--- src/rtl/key_tone_encoder.sv ---
// Piano key front end: synchronises, debounces and priority-encodes eight keys, then drives
// the 7-seg note pattern, a free-running beat strobe and a square-wave buzzer tone.
module key_tone_encoder #(
    parameter int DEB_CYCLES = 1_000_000,
    parameter int BEAT_DIV   = 25_000_000,
    parameter int SIM_DIV    = 0
) (
    input  logic       clk,
    input  logic       rst_n,
    input  logic [7:0] keys,
    output logic [7:0] TONE_data,
    output logic [3:0] note,
    output logic       note_valid,
    output logic       beat,
    output logic       buzz
);

    localparam int DCNT_W = (DEB_CYCLES > 1) ? $clog2(DEB_CYCLES + 1) : 1;
    localparam int BCNT_W = $clog2(BEAT_DIV);
    localparam logic [DCNT_W-1:0] DCNT_LAST = DCNT_W'(DEB_CYCLES - 1);
    localparam logic [BCNT_W-1:0] BCNT_LAST = BCNT_W'(BEAT_DIV - 1);

    typedef enum logic [1:0] {IDLE, DEBOUNCE, PRESSED, RELEASE} state_t;

    function automatic logic [7:0] seg_pat(input logic [3:0] n);
        case (n)
            4'd1:    seg_pat = 8'hF9;
            4'd2:    seg_pat = 8'hA4;
            4'd3:    seg_pat = 8'hB0;
            4'd4:    seg_pat = 8'h99;
            4'd5:    seg_pat = 8'h92;
            4'd6:    seg_pat = 8'h82;
            4'd7:    seg_pat = 8'hF8;
            4'd8:    seg_pat = 8'h79;
            default: seg_pat = 8'hFF;
        endcase
    endfunction

    // Shifted table entries are clamped to 1 so a large SIM_DIV never stalls the tone counter.
    function automatic logic [16:0] half_period(input logic [3:0] n);
        logic [16:0] tbl;
        logic [16:0] hp;
        case (n)
            4'd1:    tbl = 17'd95556;
            4'd2:    tbl = 17'd85131;
            4'd3:    tbl = 17'd75843;
            4'd4:    tbl = 17'd71586;
            4'd5:    tbl = 17'd63776;
            4'd6:    tbl = 17'd56818;
            4'd7:    tbl = 17'd50619;
            4'd8:    tbl = 17'd47778;
            default: tbl = 17'd1;
        endcase
        hp = tbl >> SIM_DIV;
        if (hp == 17'd0) hp = 17'd1;
        half_period = hp;
    endfunction

    logic [7:0]        keys_p0;
    logic [7:0]        ks;
    logic [3:0]        cand;
    state_t            state, state_nxt;
    logic [3:0]        pend, pend_nxt;
    logic [DCNT_W-1:0] dcnt, dcnt_nxt, dcnt_inc;
    logic [3:0]        note_nxt;
    logic              vld_nxt;
    logic [16:0]       tcnt;
    logic [16:0]       hp;
    logic [BCNT_W-1:0] bcnt;

    // Stage p0/p1: two-flop synchroniser
    always_ff @(posedge clk or negedge rst_n) begin
        if (!rst_n) begin
            keys_p0 <= '0;
            ks      <= '0;
        end else begin
            keys_p0 <= keys;
            ks      <= keys_p0;
        end
    end

    always_comb begin
        cand = 4'd0;
        for (int i = 7; i >= 0; i--) begin
            if (ks[i]) cand = 4'(i + 1);
        end
    end

    assign dcnt_inc = dcnt + 1'b1;

    always_ff @(posedge clk or negedge rst_n) begin
        if (!rst_n) begin
            state      <= IDLE;
            pend       <= '0;
            dcnt       <= '0;
            note       <= '0;
            note_valid <= 1'b0;
        end else begin
            state      <= state_nxt;
            pend       <= pend_nxt;
            dcnt       <= dcnt_nxt;
            note       <= note_nxt;
            note_valid <= vld_nxt;
        end
    end

    always_comb begin
        state_nxt = state;
        pend_nxt  = pend;
        dcnt_nxt  = dcnt;
        note_nxt  = note;
        vld_nxt   = note_valid;
        case (state)
            IDLE: begin
                if (cand != 4'd0) begin
                    state_nxt = DEBOUNCE;
                    pend_nxt  = cand;
                    dcnt_nxt  = '0;
                end
            end
            DEBOUNCE: begin
                if (cand != pend) begin
                    dcnt_nxt = '0;
                    if (cand == 4'd0) begin
                        state_nxt = note_valid ? RELEASE : IDLE;
                    end else begin
                        pend_nxt = cand;
                    end
                end else if (dcnt_inc >= DCNT_LAST) begin
                    state_nxt = PRESSED;
                    note_nxt  = pend;
                    vld_nxt   = 1'b1;
                    dcnt_nxt  = '0;
                end else begin
                    dcnt_nxt = dcnt_inc;
                end
            end
            PRESSED: begin
                if (cand == 4'd0) begin
                    state_nxt = RELEASE;
                    dcnt_nxt  = '0;
                end else if (cand != note) begin
                    state_nxt = DEBOUNCE;
                    pend_nxt  = cand;
                    dcnt_nxt  = '0;
                end
            end
            RELEASE: begin
                if (cand != 4'd0) begin
                    state_nxt = DEBOUNCE;
                    pend_nxt  = cand;
                    dcnt_nxt  = '0;
                end else if (dcnt_inc >= DCNT_LAST) begin
                    state_nxt = IDLE;
                    note_nxt  = 4'd0;
                    vld_nxt   = 1'b0;
                    dcnt_nxt  = '0;
                end else begin
                    dcnt_nxt = dcnt_inc;
                end
            end
            default: state_nxt = IDLE;
        endcase
    end

    always_comb begin
        TONE_data = seg_pat(note);
    end

    assign hp = half_period(note);

    // Tone phase restarts whenever the sounding note changes or the key is released.
    always_ff @(posedge clk or negedge rst_n) begin
        if (!rst_n) begin
            tcnt <= '0;
            buzz <= 1'b0;
        end else if ((note_nxt != note) || !vld_nxt) begin
            tcnt <= '0;
            buzz <= 1'b0;
        end else if (tcnt >= hp - 17'd1) begin
            tcnt <= '0;
            buzz <= ~buzz;
        end else begin
            tcnt <= tcnt + 17'd1;
        end
    end

    always_ff @(posedge clk or negedge rst_n) begin
        if (!rst_n) begin
            bcnt <= '0;
            beat <= 1'b0;
        end else begin
            beat <= (bcnt == BCNT_LAST);
            bcnt <= (bcnt == BCNT_LAST) ? '0 : bcnt + 1'b1;
        end
    end

endmodule

--- config.mk ---
export PLATFORM = sky130hd
export DESIGN_NAME = key_tone_encoder
export DESIGN_NICKNAME = d
export VERILOG_FILES = /design/src/rtl/key_tone_encoder.sv
export SDC_FILE = /design/constraint.sdc
export NUM_CORES = 1
export LEC_CHECK = 0
export ABC_AREA = 1
export ABC_CLOCK_PERIOD_IN_PS = 4600
export CAP_MARGIN = 20
export CORE_AREA = 2 2 132 122
export DETAILED_ROUTE_END_ITERATION = 10
export DIE_AREA = 0 0 134 124
export GPL_ROUTABILITY_DRIVEN = 0
export HOLD_SLACK_MARGIN = 0.03
export SETUP_SLACK_MARGIN = 0.5
export SLEW_MARGIN = 5
export SYNTH_ARGS = -nofsm -noshare
export SYNTH_HDL_FRONTEND = slang
export SYNTH_SLANG_ARGS = --single-unit
export TNS_END_PERCENT = 5
--- constraint.sdc ---
create_clock -name clk -period 4.6 [get_ports clk]
set_input_delay 0.46 -clock clk [delete_from_list [all_inputs] [get_ports clk]]
set_output_delay 0.46 -clock clk [all_outputs]
set_load 0.02 [all_outputs]
==> key figures <==
Synth
  – Post-synth EDFFs: 0
  – Syn Area/Cell: 7.59 sq um
  – Primary FF master, synth: dfrtp_1
  – Syn Std Cell Area: 5980 sq um
  – Sequential area share after synthesis: 38.1%
  – Ys Warns: 0
  – Synth top area cells: dfrtp_1 (38%), nand2_1 (11%), ha_1 (7.1%), inv_1 (6.8%), nor2_1 (5.2%)
  – Post-synth top area share: 38.1%
  – Async SR Flop Fraction: 100%
  – Cells after synthesis: 788
  – #FFs+latches synth: 91
  – Net count after synthesis: 832
  – Post-synthesis cell type count: 44
  – Leading area contributor after synthesis: dfrtp_1

Global routing
  – Grt ovf: 0
  – Largest net degree at the start of global routing: 50
  – Vias in the first global route: 4,624
  – Global-route wire length before repair: 22,200 um
  – Overall global routing resource usage: 16.7%
  – Initial antenna violation count: 0

Layout
  – # diodes: 0
  – Area growth from synthesis to layout: 15.5%
  – Commonest cells after routing, fill and taps aside: nand2_1 (169), inv_1 (107), dfrtp_1 (89), nor2_1 (80), nand3_1 (51)
  – Commonest non-fill, non-tap cell in the layout: nand2_1
  – Layout cells sized above 1: 13.3%
  – Final nets: 873
  – Post-route cell area: 6910 sq um

Clock network
  – Num CTS Buffers: 9
  – Root Buffer: clkbuf_16
  – Clock transition at the registers of the reported paths: 0.08 ns
  – TritonCTS clock tree: built
  – CTS H-tree depth: 3
  – CTS Buffer Depth: 2
  – CTS Sinks: 91
  – Clk Latency, worst-skew pair: 0.35 ns

Detailed routing
  – 1st-iter DRT viols: 317
  – DRC: 0
  – Post-Route WL: 12,800 um
  – Routed Antenna Nets: 0
  – Wire per inst: 12.3 um
  – Drt pass-1 iters: 5
  – Via Count: 4,990
  – Routed vias/inst: 4.82

Worst setup path
  – Cell-by-cell trace of the critical path: buf_4 -> ha_1 -> o21ai_0 -> nand3_2 -> o31a_1 -> ha_2 -> nand3_4 -> xnor2_1 -> ha_1 -> a21o_1 -> o21ai_0 -> o211ai_1 -> a211oi_1 -> nand3_1 -> clkinv_1 -> buf_8 -> nand3_1 -> nor2_4
  – Worst setup EP type: register
  – WS Path Type: reg2reg
  – Worst Path Arrival: 4.15 ns
  – Slowest stage cell, crit path: dfrtp_2
  – CP Data Required Time: 4.88 ns
  – Worst Path Max Fanout: 17
  – Reg2reg end: tcnt[6]
  – Largest stage delay, worst path: 0.44 ns
  – FF-to-FF path depth: 18
  – R2r setup slk: 0.73 ns
  – CP Launch Type: register
  – FF-to-FF Start: note[1]
  – CP delay by family, top: compound AO/OA/AOI/OAI gates
  – Critical path depth: 18
  – Buf/Inv on CP: 3

Timing
  – Setup TNS: 0 ns
  – Clock Skew: 0.0129 ns
  – Final Max Slew Viols: 0
  – Peak Freq: 0.258 GHz
  – Period minus WS final: 3.87 ns
  – Unrepaired setup endpoints after global routing: false
  – Setup violations, final: 0
  – Final Hold Fails: 0
  – Fin crit share: 84.2%
  – Slew HR: 57.2%
  – Tightest Pin Transition: 0.642 ns

Floorplan
  – Die Y: 124 um
  – Row cnt: 43
  – Core ar.: 15,100 sq um
  – Die area: 16,600 sq um
  – Starting Density: 39.6%
  – I/O pin count: 25
  – Die X: 134 um

Pwr
  – Cell Pwr Density: 514 nW/um^2
  – P_leak: 3.20 nW
  – Max VDD drop: 0.000380 V

Placement
  – DP Area: 6480 sq um
  – Port buffer count: 24
  – Dpl hpwl: 9350 um

Hold path
  – Min-Delay Path Class: in2async

Flow run
  – Max-cap check violation count: 0

Status
  – Status: finished clean
[registers in the layout (all words and copies together), names as in the netlist]
name and cells:
note_valid 1, pend 4, keys_p0 8, note 4, ks 8, bcnt 25, state 2, beat 1
tcnt 17, dcnt 20, buzz 1
[synth_stat cells, types with 2 or more instances]
| library cell | n |
|---|---|
| nand2_1 | 171 |
| inv_1 | 109 |
| dfrtp_1 | 91 |
| nor2_1 | 83 |
| nand3_1 | 53 |
| o21ai_0 | 37 |
| a21oi_1 | 34 |
| ha_1 | 34 |
| xor2_1 | 18 |
| nor2_4 | 17 |
| nor3_1 | 15 |
| nand4_1 | 13 |
| nor2_2 | 11 |
| nand2_2 | 10 |
| xnor2_1 | 8 |
| clkbuf_1 | 7 |
| inv_2 | 6 |
| nand3_2 | 6 |
| nand3b_1 | 6 |
| o21ai_1 | 6 |
| o22ai_1 | 6 |
| o21a_1 | 5 |
| nor4_1 | 4 |
| a211oi_1 | 3 |
| clkinv_1 | 3 |
| nor3_2 | 3 |
| o211ai_1 | 3 |
| or2_2 | 3 |
| a21oi_2 | 2 |
| a22oi_1 | 2 |
| a31oi_1 | 2 |
| buf_2 | 2 |
| nand2_4 | 2 |
| nor3b_1 | 2 |
| o21bai_1 | 2 |
[kinds of logic after synthesis]
| family | count (synthesis) | synth area share [%] |
|---|---|---|
| xor+xnor | 26 | 3.81 |
| buf+inv | 129 | 8.41 |
| flops | 91 | 38.1 |
| simple gates | 400 | 32.3 |
| fa+ha+maj | 34 | 7.11 |
| compound gates | 108 | 10.3 |
[layer usage]
layer | global-route usage, % | wire, um
met1 | 24.3 | 6740
met2 | 25.1 | 5320
met3 | 2.60 | 481
met4 | 5.92 | 206
met5 | 0 | 0
[where the power goes]
group | total [mW] | switching, mW | internal (mW)
sequential | 0.905 | 0.0462 | 0.858
clock | 0.739 | 0.359 | 0.380
combinational | 1.90 | 1.19 | 0.713
total | 3.55 | 1.60 | 1.95
[final cells by class]
cell class | instances | area [sq um]
Clock buffer | 9 | 225
Clock inverter | 7 | 63.8
Fill cell | 1499 | 8210
Inverter | 118 | 450
Multi-Input combinational cell | 568 | 3260
Sequential cell | 91 | 2280
Tap cell | 202 | 253
Timing Repair Buffer | 41 | 373
[per-stage QoR]
step	power, mW	cells	worst slack (ns)	util (%)	hold WS (ns)
after global routing	3.83	1036	0.446	45.7	0.192
after global placement	2.69	1012	0.528	42.9	0.336
after CTS	3.48	1032	0.506	45.1	0.169
final	3.55	1036	0.725	45.7	0.126
after floorplan	2.20	788	0.548	-	0.164
after detailed placement	2.67	1012	0.333	42.9	0.335
[how the worst max path moves through the flow]
stage	slack, ns	to	startpoint
6_report	0.73	tcnt[6]	note[1]
5_1_grt	0.45	tcnt[8]	note[0]
3_3_place_gp	0.53	tcnt[11]	note[1]
2_1_floorplan	0.55	tcnt[11]	note[0]
3_5_place_dp	0.33	tcnt[7]	note[1]
4_1_cts	0.51	tcnt[6]	note[0]
[what timing repair did]
| item | in CTS | in global routing |
|---|---|---|
| hold buffers | 0 | 0 |
| pin swaps | 0 | 6 |
| resized for setup | 3 | 16 |
| setup buffers | 4 | 4 |
| endpoints found under the setup margin | 17 | 18 |
No activity file was read; power rests on OpenSTA's default activity.
